`src/rtl/rv32i_pkg.sv`:
```
// Shared types for the instruction-memory loader: FSM state encoding and
// the width of the little-endian payload length field.
package rv32i_pkg;

    typedef enum logic [2:0] {
        IDLE,
        LEN_LO,
        LEN_HI,
        DATA,
        CSUM,
        DONE,
        ERR
    } loader_state_t;

    localparam int LEN_W = 16;

endpackage

```
`src/rtl/imem_loader.sv`:
```
// Streams a length-prefixed, checksummed image into the instruction memory
// write port, holding the core in stall until the image is verified.
module imem_loader
    import rv32i_pkg::*;
#(
    parameter int ElemWidth = 8,
    parameter int Depth     = 120,
    parameter int AW        = 7,
    parameter int BASE      = 0
) (
    input  logic                 clk,
    input  logic                 rst,
    input  logic                 start,
    input  logic                 s_valid,
    input  logic [ElemWidth-1:0] s_data,
    output logic                 s_ready,
    output logic                 mem_we,
    output logic [AW-1:0]        mem_addr,
    output logic [ElemWidth-1:0] mem_wdata,
    output logic                 core_stall,
    output logic                 core_flush,
    output logic                 busy,
    output logic                 done,
    output logic                 err
);

    loader_state_t        state, stateNext;
    logic [LEN_W-1:0]     len;
    logic [LEN_W-1:0]     count;
    logic [ElemWidth-1:0] csum;
    logic [LEN_W-1:0]     lenFull;

    // Length bytes are always 8 bits wide regardless of ElemWidth.
    assign lenFull = {s_data[7:0], len[7:0]};

    always_ff @(posedge clk or posedge rst) begin
        if (rst) begin
            state <= IDLE;
        end else begin
            state <= stateNext;
        end
    end

    always_comb begin
        stateNext  = state;
        s_ready    = 1'b0;
        core_flush = 1'b0;
        core_stall = 1'b1;
        busy       = 1'b1;
        done       = 1'b0;
        err        = 1'b0;
        case (state)
            IDLE: begin
                busy = 1'b0;
                if (start) stateNext = LEN_LO;
            end
            LEN_LO: begin
                s_ready = 1'b1;
                if (s_valid) stateNext = LEN_HI;
            end
            LEN_HI: begin
                s_ready = 1'b1;
                if (s_valid) begin
                    if (lenFull > LEN_W'(Depth))  stateNext = ERR;
                    else if (lenFull == '0)       stateNext = CSUM;
                    else                          stateNext = DATA;
                end
            end
            DATA: begin
                s_ready = 1'b1;
                if (s_valid && (count == len - LEN_W'(1))) stateNext = CSUM;
            end
            CSUM: begin
                s_ready = 1'b1;
                if (s_valid) begin
                    if (s_data == csum) begin
                        stateNext  = DONE;
                        core_flush = 1'b1;
                    end else begin
                        stateNext = ERR;
                    end
                end
            end
            DONE: begin
                busy       = 1'b0;
                done       = 1'b1;
                core_stall = 1'b0;
                if (start) stateNext = LEN_LO;
            end
            ERR: begin
                busy = 1'b0;
                err  = 1'b1;
                if (start) stateNext = LEN_LO;
            end
            default: stateNext = IDLE;
        endcase
    end

    // Write port is registered: a payload byte accepted in cycle n is
    // written in cycle n+1, so back-to-back bytes give back-to-back writes.
    always_ff @(posedge clk or posedge rst) begin
        if (rst) begin
            len       <= '0;
            count     <= '0;
            csum      <= '0;
            mem_we    <= 1'b0;
            mem_addr  <= AW'(BASE);
            mem_wdata <= '0;
        end else begin
            mem_we <= 1'b0;
            if (s_valid) begin
                case (state)
                    LEN_LO: len[7:0] <= s_data[7:0];
                    LEN_HI: begin
                        len   <= lenFull;
                        count <= '0;
                        csum  <= '0;
                    end
                    DATA: begin
                        mem_we    <= 1'b1;
                        mem_addr  <= AW'(BASE) + count[AW-1:0];
                        mem_wdata <= s_data;
                        csum      <= csum + s_data;
                        count     <= count + LEN_W'(1);
                    end
                    default: ;
                endcase
            end
        end
    end

endmodule

```
`config.mk`:
```
export PLATFORM = sky130hd
export DESIGN_NAME = imem_loader
export DESIGN_NICKNAME = d
export VERILOG_FILES = /design/src/rtl/rv32i_pkg.sv /design/src/rtl/imem_loader.sv
export SDC_FILE = /design/constraint.sdc
export NUM_CORES = 1
export LEC_CHECK = 0
export BUFFER_PORTS_ARGS = -buffer_cell sky130_fd_sc_hd__buf_2
export CAP_MARGIN = 20
export CORE_ASPECT_RATIO = 0.5
export CORE_MARGIN = 1
export CORE_UTILIZATION = 55
export DETAILED_ROUTE_END_ITERATION = 10
export PLACE_DENSITY = 0.8
export SYNTH_ARGS = -nofsm -noshare
export SYNTH_HDL_FRONTEND = slang
export SYNTH_SLANG_ARGS = --single-unit
```
`constraint.sdc`:
```
create_clock -name clk -period 2.7 [get_ports clk]
set_input_delay 0.27 -clock clk [delete_from_list [all_inputs] [get_ports clk]]
set_output_delay 0.27 -clock clk [all_outputs]
set_load 0.01 [all_outputs]
```
==> results of run 1 <==
## power breakdown
part	switching, W	internal, W	total (W)
sequential	0.000334	0.00121	0.00154
combinational	0.00118	0.00100	0.00219
clock	0.000397	0.000922	0.00132
## path summary, 6_finish.rpt
path | start | endpoint | slack, ns | cells after the start
max | len[0] | state[0] | 0.12 | 8
min | s_data[5] | len[5] | 0.28 | 3
max reg2reg | len[0] | state[0] | 0.12 | 8
min reg2reg | mem_addr[3] | mem_addr[3] | 0.48 | 2
max in group asynchronous | rst | csum[7] | 1.56 | 4
min in group asynchronous | rst | mem_wdata[7] | 0.46 | 3
## kinds of logic (layout without fill, tap and decap cells)
family | after synthesis | count (layout) | synth area share [%]
buffers and inverters | 39 | 82 | 4.82
AO/OA/AOI/OAI | 71 | 71 | 12.9
adder cells (fa/ha/maj) | 11 | 11 | 3.99
AND/OR/NAND/NOR | 135 | 135 | 20.0
XOR/XNOR | 34 | 34 | 8.19
flip-flops | 59 | 59 | 40.6
multiplexers | 31 | 31 | 9.47
## sequential cells by signal (all words and copies together), names as in the netlist
signal / flops
state: 3
mem_we: 1
count: 16
csum: 8
len: 16
mem_wdata: 8
mem_addr: 7
## worst max-delay path: stages, from the launching register on
cell      delay (ns)
dfrtp_1         0.38
buf_4           0.16
or4_4           0.60
nor4_1          0.27
o21ai_0         0.12
o2bb2a_1        0.26
o2111a_2        0.27
nor2_2          0.08
o311a_1         0.31
## layer usage
metal  GRT usage (%)  part of all wire [%]  up-vias
li1                -                     -     1436
met1            39.9                    46     1499
met2            43.1                    45      140
met3            7.06                   7.4       25
met4            9.76                   2.1        0
met5               0                     0        -
## cell type report
cell class / instances / area [sq um] / share of cell area (%)
multi-input combinational: 282 / 1990 / 46.5
sequential: 59 / 1480 / 34.6
timing repair buffer: 50 / 295 / 6.91
clock buffer: 11 / 243 / 5.68
tap: 88 / 110 / 2.58
clock inverter: 5 / 100 / 2.34
inverter: 16 / 60.1 / 1.41
## Yosys cell counts, drive strengths merged, types with 2 or more instances
master | n | area, sq um
nand2b | 2 | 12.5
buf | 8 | 58.8
a21oi | 15 | 75.1
nor3 | 11 | 55.1
or4 | 4 | 37.5
a21o | 3 | 22.5
o311ai | 2 | 17.5
and4 | 2 | 17.5
nor2b | 2 | 12.5
o21ai | 25 | 125
clkbuf | 15 | 56.3
o21bai | 2 | 15.0
xnor2 | 19 | 166
nor2 | 29 | 111
nor4 | 10 | 105
o31ai | 4 | 35.0
mux2 | 27 | 304
xor2 | 15 | 131
nand2 | 37 | 139
dfrtp | 59 | 1480
o2111ai | 3 | 26.3
and3 | 5 | 32.5
nand3 | 16 | 80.1
or3 | 6 | 37.5
mux2i | 4 | 40.0
nand4 | 5 | 31.3
o211ai | 3 | 22.5
inv | 16 | 60.1
nand4b | 2 | 17.5
ha | 10 | 125
## through the flow
stage | cell area, sq um | power (W) | util [%] | worst slack (ns)
finish | 4270 | 0.00505 | 68.6 | 0.123
global route | 4270 | 0.00537 | 68.6 | 0.0284
CTS | 4270 | 0.00503 | 68.5 | 0.0343
detailed placement | 3920 | 0.00368 | 62.8 | 0.0644
global placement | 3920 | 0.00358 | 62.8 | 0.160
floorplan | 3630 | 0.00312 | - | 0.171
## repair_timing
| action | 4_1_cts | 5_1_grt |
|---|---|---|
| resized for setup | 0 | 2 |
| hold buffers | 1 | 0 |
| setup endpoints to repair | 0 | 1 |
| hold endpoints to repair | 14 | 0 |
==> qor.txt, run 1 <==
status: complete, no violations
first-pass GRT wire length: 14.5 mm
Synth async-reset ratio: 100%
Peak VDD IR: 0.000676 V
initial antenna violation count: 0
Tot GR Track Use: 28.4%
core area: 6230 sq um
synthesized flop and latch total: 59
post-synthesis net count: 403
yosys synthesis warning count: 0
Post-DP HPWL: 6.29 mm
routability congestion estimate: 0.875
DRT antenna net count: 0
Placed Cells: 494
gr ovfl total: 0
die area: 6960 sq um
Avg WL per Cell: 17.2 um
post-route minimum period: 2.58 ns
Mapped Area: 3630 sq um
final wirelength: 8.78 mm
DRC viols: 0
# port buffers: 33
vias in the first global route: 2900
CTS Root Cell: clkbuf_16
largest net degree at the start of global routing: 30
fill cell count: 459
Vias: 3100
DIE WIDTH: 117 um
Synth-to-Final Area Change: 17.6%
IO Count: 34
diodes inserted: 0
Max-cap violations: 0
CTS clk-pin slew, worst paths: 0.05 ns
setup TNS: 0 ns
drt first-iter violations: 271
Peak Freq: 388 MHz
Non-Filler Instances: 511
Clock Tree Buf Depth: 2
Final #Nets: 441
worst clock skew: 0.00345 ns
Synth Flop Type: dfrtp_1
DR vias/cell: 6.07
crit-path max FO: 6
H-tree depth: 3
clock sinks: 59
Cells after Synth: 380
commonest non-fill, non-tap cell in the layout: dfrtp_1
row count: 20
TritonCTS clock tree: built
EDFF count, synth: 0
CTS Buf Count: 9
max-slew violations: 0
Initial Utilization: 58.3%
# setup viols final: 0
Worst setup SP type: flip-flop
sequential area share after synthesis: 40.6%
final hold slack: 0.282 ns
# Post-CTS Setup Buffers: 0
Slew Limit Headroom: 45.9%
Worst Path Arrival: 2.79 ns
worst skew pair latency: 0.33 ns
Hold Crit Class: in2reg
crit path kind: reg2reg
Final Hold Vio Count: 0
PD cells: 1180 nW/um^2
share of layout cells above drive strength 1: 25.5%
RSZ-0062 raised after global routing: no
Tcrit/Tclk final: 95.5%
commonest non-fill, non-tap cells in the layout: dfrtp_1, nand2_1, buf_2
drt first pass iters: 5
Syn Area/Cell: 9.57 sq um
Die Ht: 59.5 um
Netlist cell types: 58
Slew @ Worst Pin: 0.809 ns
Worst Setup End Kind: flip-flop
critical path required time: 2.91 ns
Pleak: 1.91 nW
(Power assumes the default switching activity.)
==> run 2: changes to the inputs <==
Settings changed: CORE_MARGIN 1 to unset, CORE_UTILIZATION 55 to 54, PLACE_DENSITY 0.8 to 0.82.
Clock period 2.7 ns to 2.37 ns, I/O delays scaled along.
==> run 2 against run 1 <==
Effect of this change:
- global-route usage rose by 0.58 points
- worst setup slack got worse by 0.15 ns
- worst hold slack got worse by 0.062 ns
- maximum frequency rose by 7.3%
- count of clock-buffer cells in the layout rose by 1
- highest routed layer unchanged
- die area rose by 1.8%
- the run now ends with setup timing left
==> qor.txt, run 2 (synthesized netlist as in run 1, its figures left out) <==
max-slew violations: 0 (unchanged)
DRT antenna net count: 0 (unchanged)
Tot Pwr: 0.00593 W (+17%)
first-pass GRT wire length: 15.3 mm (+5.8%)
status: finished, violations left
TritonCTS clock tree: built
Place WS: 0.00796 ns (-0.0564 ns)
Vias: 3280 (+5.8%)
Final #Nets: 454 (+2.9%)
crit-path max FO: 5 (-1)
CTS Buf Count: 9 (unchanged)
max incr delay on CP: 0.62 ns (+0.02 ns)
core area: 6280 sq um (+0.80%)
reg2reg path depth: 7 (-1)
Largest regs: count (16), len (16)
fill cell count: 446 (-2.8%)
die area: 7080 sq um (+1.8%)
Post-DP HPWL: 6.68 mm (+6.2%)
largest net degree at the start of global routing: 30 (unchanged)
CP Depth: 7 (-1)
gr ovfl total: 0 (unchanged)
Hold Crit Class: in2reg
PD cells: 1350 nW/um^2 (+14%)
violations in the final reports: setup timing
Peak VDD IR: 0.000655 V (-3.1%)
vias in the first global route: 3079 (+6.2%)
row count: 20 (unchanged)
Pleak: 1.97 nW (+3.0%)
WHS Path Cells: 2 (-1)
Worst setup SP type: flip-flop
critical path required time: 2.59 ns (-0.32 ns)
clock sinks: 59 (unchanged)
RSZ-0062 raised after global routing: yes
final wirelength: 9.68 mm (+10%)
Clock Tree Buf Depth: 2 (unchanged)
Core Util, Final: 69.8% (+1.2 points)
share of layout cells above drive strength 1: 29.1% (+3.6 points)
Synth-to-Final Area Change: 20.6%
worst-path cell chain: or4_1 -> nor4_2 -> o21ai_0 -> o2bb2a_1 -> o2111a_2 -> nor2_2 -> o311a_1
worst skew pair latency: 0.33 ns (about the same)
post-route minimum period: 2.40 ns (-0.175 ns)
Die Ht: 60.0 um (+0.89%)
register-to-register setup slack: -0.03 ns (-0.15 ns)
final worst-path setup slack: -0.0319 ns (-0.155 ns)
Avg WL per Cell: 18.5 um (+7.5%)
routability congestion estimate: 0.910 (+4.0%)
diodes inserted: 0 (unchanged)
# setup viols final: 1 (+1)
crit path kind: reg2reg
highest-delay cell along the critical path: or4_1
placed instance area: 4010 sq um (+2.4%)
Worst Path Arrival: 2.62 ns (-0.17 ns)
Slew @ Worst Pin: 0.572 ns (-0.237 ns)
Tot GR Track Use: 29.0% (+0.58 points)
Initial Utilization: 57.9% (-0.46 points)
CP delay by family, top: simple AND/OR/NAND/NOR gates
commonest non-fill, non-tap cells in the layout: dfrtp_1, nand2_1, buf_2
Worst Setup End Kind: flip-flop
commonest non-fill, non-tap cell in the layout: dfrtp_1
CTS clk-pin slew, worst paths: 0.05 ns (about the same)
drt first pass iters: 4 (-1)
Buf+Inv Stages, Crit Path: 0 (-1)
DR vias/cell: 6.26 (+3.2%)
drt first-iter violations: 259 (-4.4%)
Tcrit/Tclk final: 101% (+5.9 points)
DIE WIDTH: 118 um (+0.91%)
Final Hold Vio Count: 0 (unchanged)
setup TNS: -0.0319 ns (-0.0319 ns)
design area: 4380 sq um (+2.6%)
# port buffers: 33 (unchanged)
worst clock skew: 0.00476 ns (+0.00131 ns)
IO Count: 34 (unchanged)
Max-cap violations: 0 (unchanged)
H-tree depth: 3 (unchanged)
initial antenna violation count: 0 (unchanged)
Slew Limit Headroom: 61.8% (+16 points)
CTS Root Cell: clkbuf_16
DRC viols: 0 (unchanged)
Peak Freq: 416 MHz (+7.3%)
==> run 2: cell types whose count changed in the layout (fill, tap and decap cells not counted), moves of 2 or more <==
cell	previous run	this run
clkbuf_8	1	3
nor4_1	6	4
inv_1	15	13
inv_2	1	3
bufinv_16	3	1
nor4_2	2	4
buf_4	16	28
==> run 2: final timing paths <==
check,from,endpoint
worst max-delay path,len[7],state[0]
worst min-delay path,s_data[3],mem_wdata[3]
worst max register to register,len[7],state[0]
worst min register to register,csum[0],csum[0]
max in group asynchronous,rst,len[8]
min in group asynchronous,rst,mem_wdata[5]
==> run 2: report_power, final <==
part	internal, W	switching [W]	total [W]	leakage (nW)
Clock	0.000894	0.000450	0.00134	0.155
Combinational	0.00131	0.00160	0.00291	1.06
Sequential	0.00138	0.000300	0.00168	0.750
Total	0.00358	0.00235	0.00593	1.97
==> run 2: stage by stage <==
stage	hold WS, ns	cells
final	0.221	524
after global routing	0.224	524
after global placement	0.308	504
after detailed placement	0.332	504
after floorplan	0.354	380
after CTS	0.205	523
==> run 2: area by class of cell <==
type                       instances  area (sq um)  share of cell area (%)
timing repair buffer              63           405                    9.25
sequential                        59          1480                    33.7
clock buffer                      12           267                    6.08
tap                               88           110                    2.51
clock inverter                     4          47.5                    1.08
inverter                          16          60.1                    1.37
multi-input combinational        282          2020                    46.0
==> run 2: timing repair <==
item / in CTS / in global routing
setup endpoints to repair: 1 / 3
endpoints found under the hold margin: 24 / 0
resized for setup: 1 / 3
hold buffers: 1 / 0
pin swaps: 3 / 3
setup buffers: 2 / 1
==> run 2: per-layer routing <==
| layer | up-vias | track usage [%] | routed length, um |
|---|---|---|---|
| met5 | - | 0 | 0 |
| met1 | 1643 | 35.1 | 4030 |
| met4 | 0 | 11.9 | 221 |
| met3 | 30 | 8.68 | 743 |
| met2 | 151 | 49.7 | 4690 |
| li1 | 1456 | - | - |
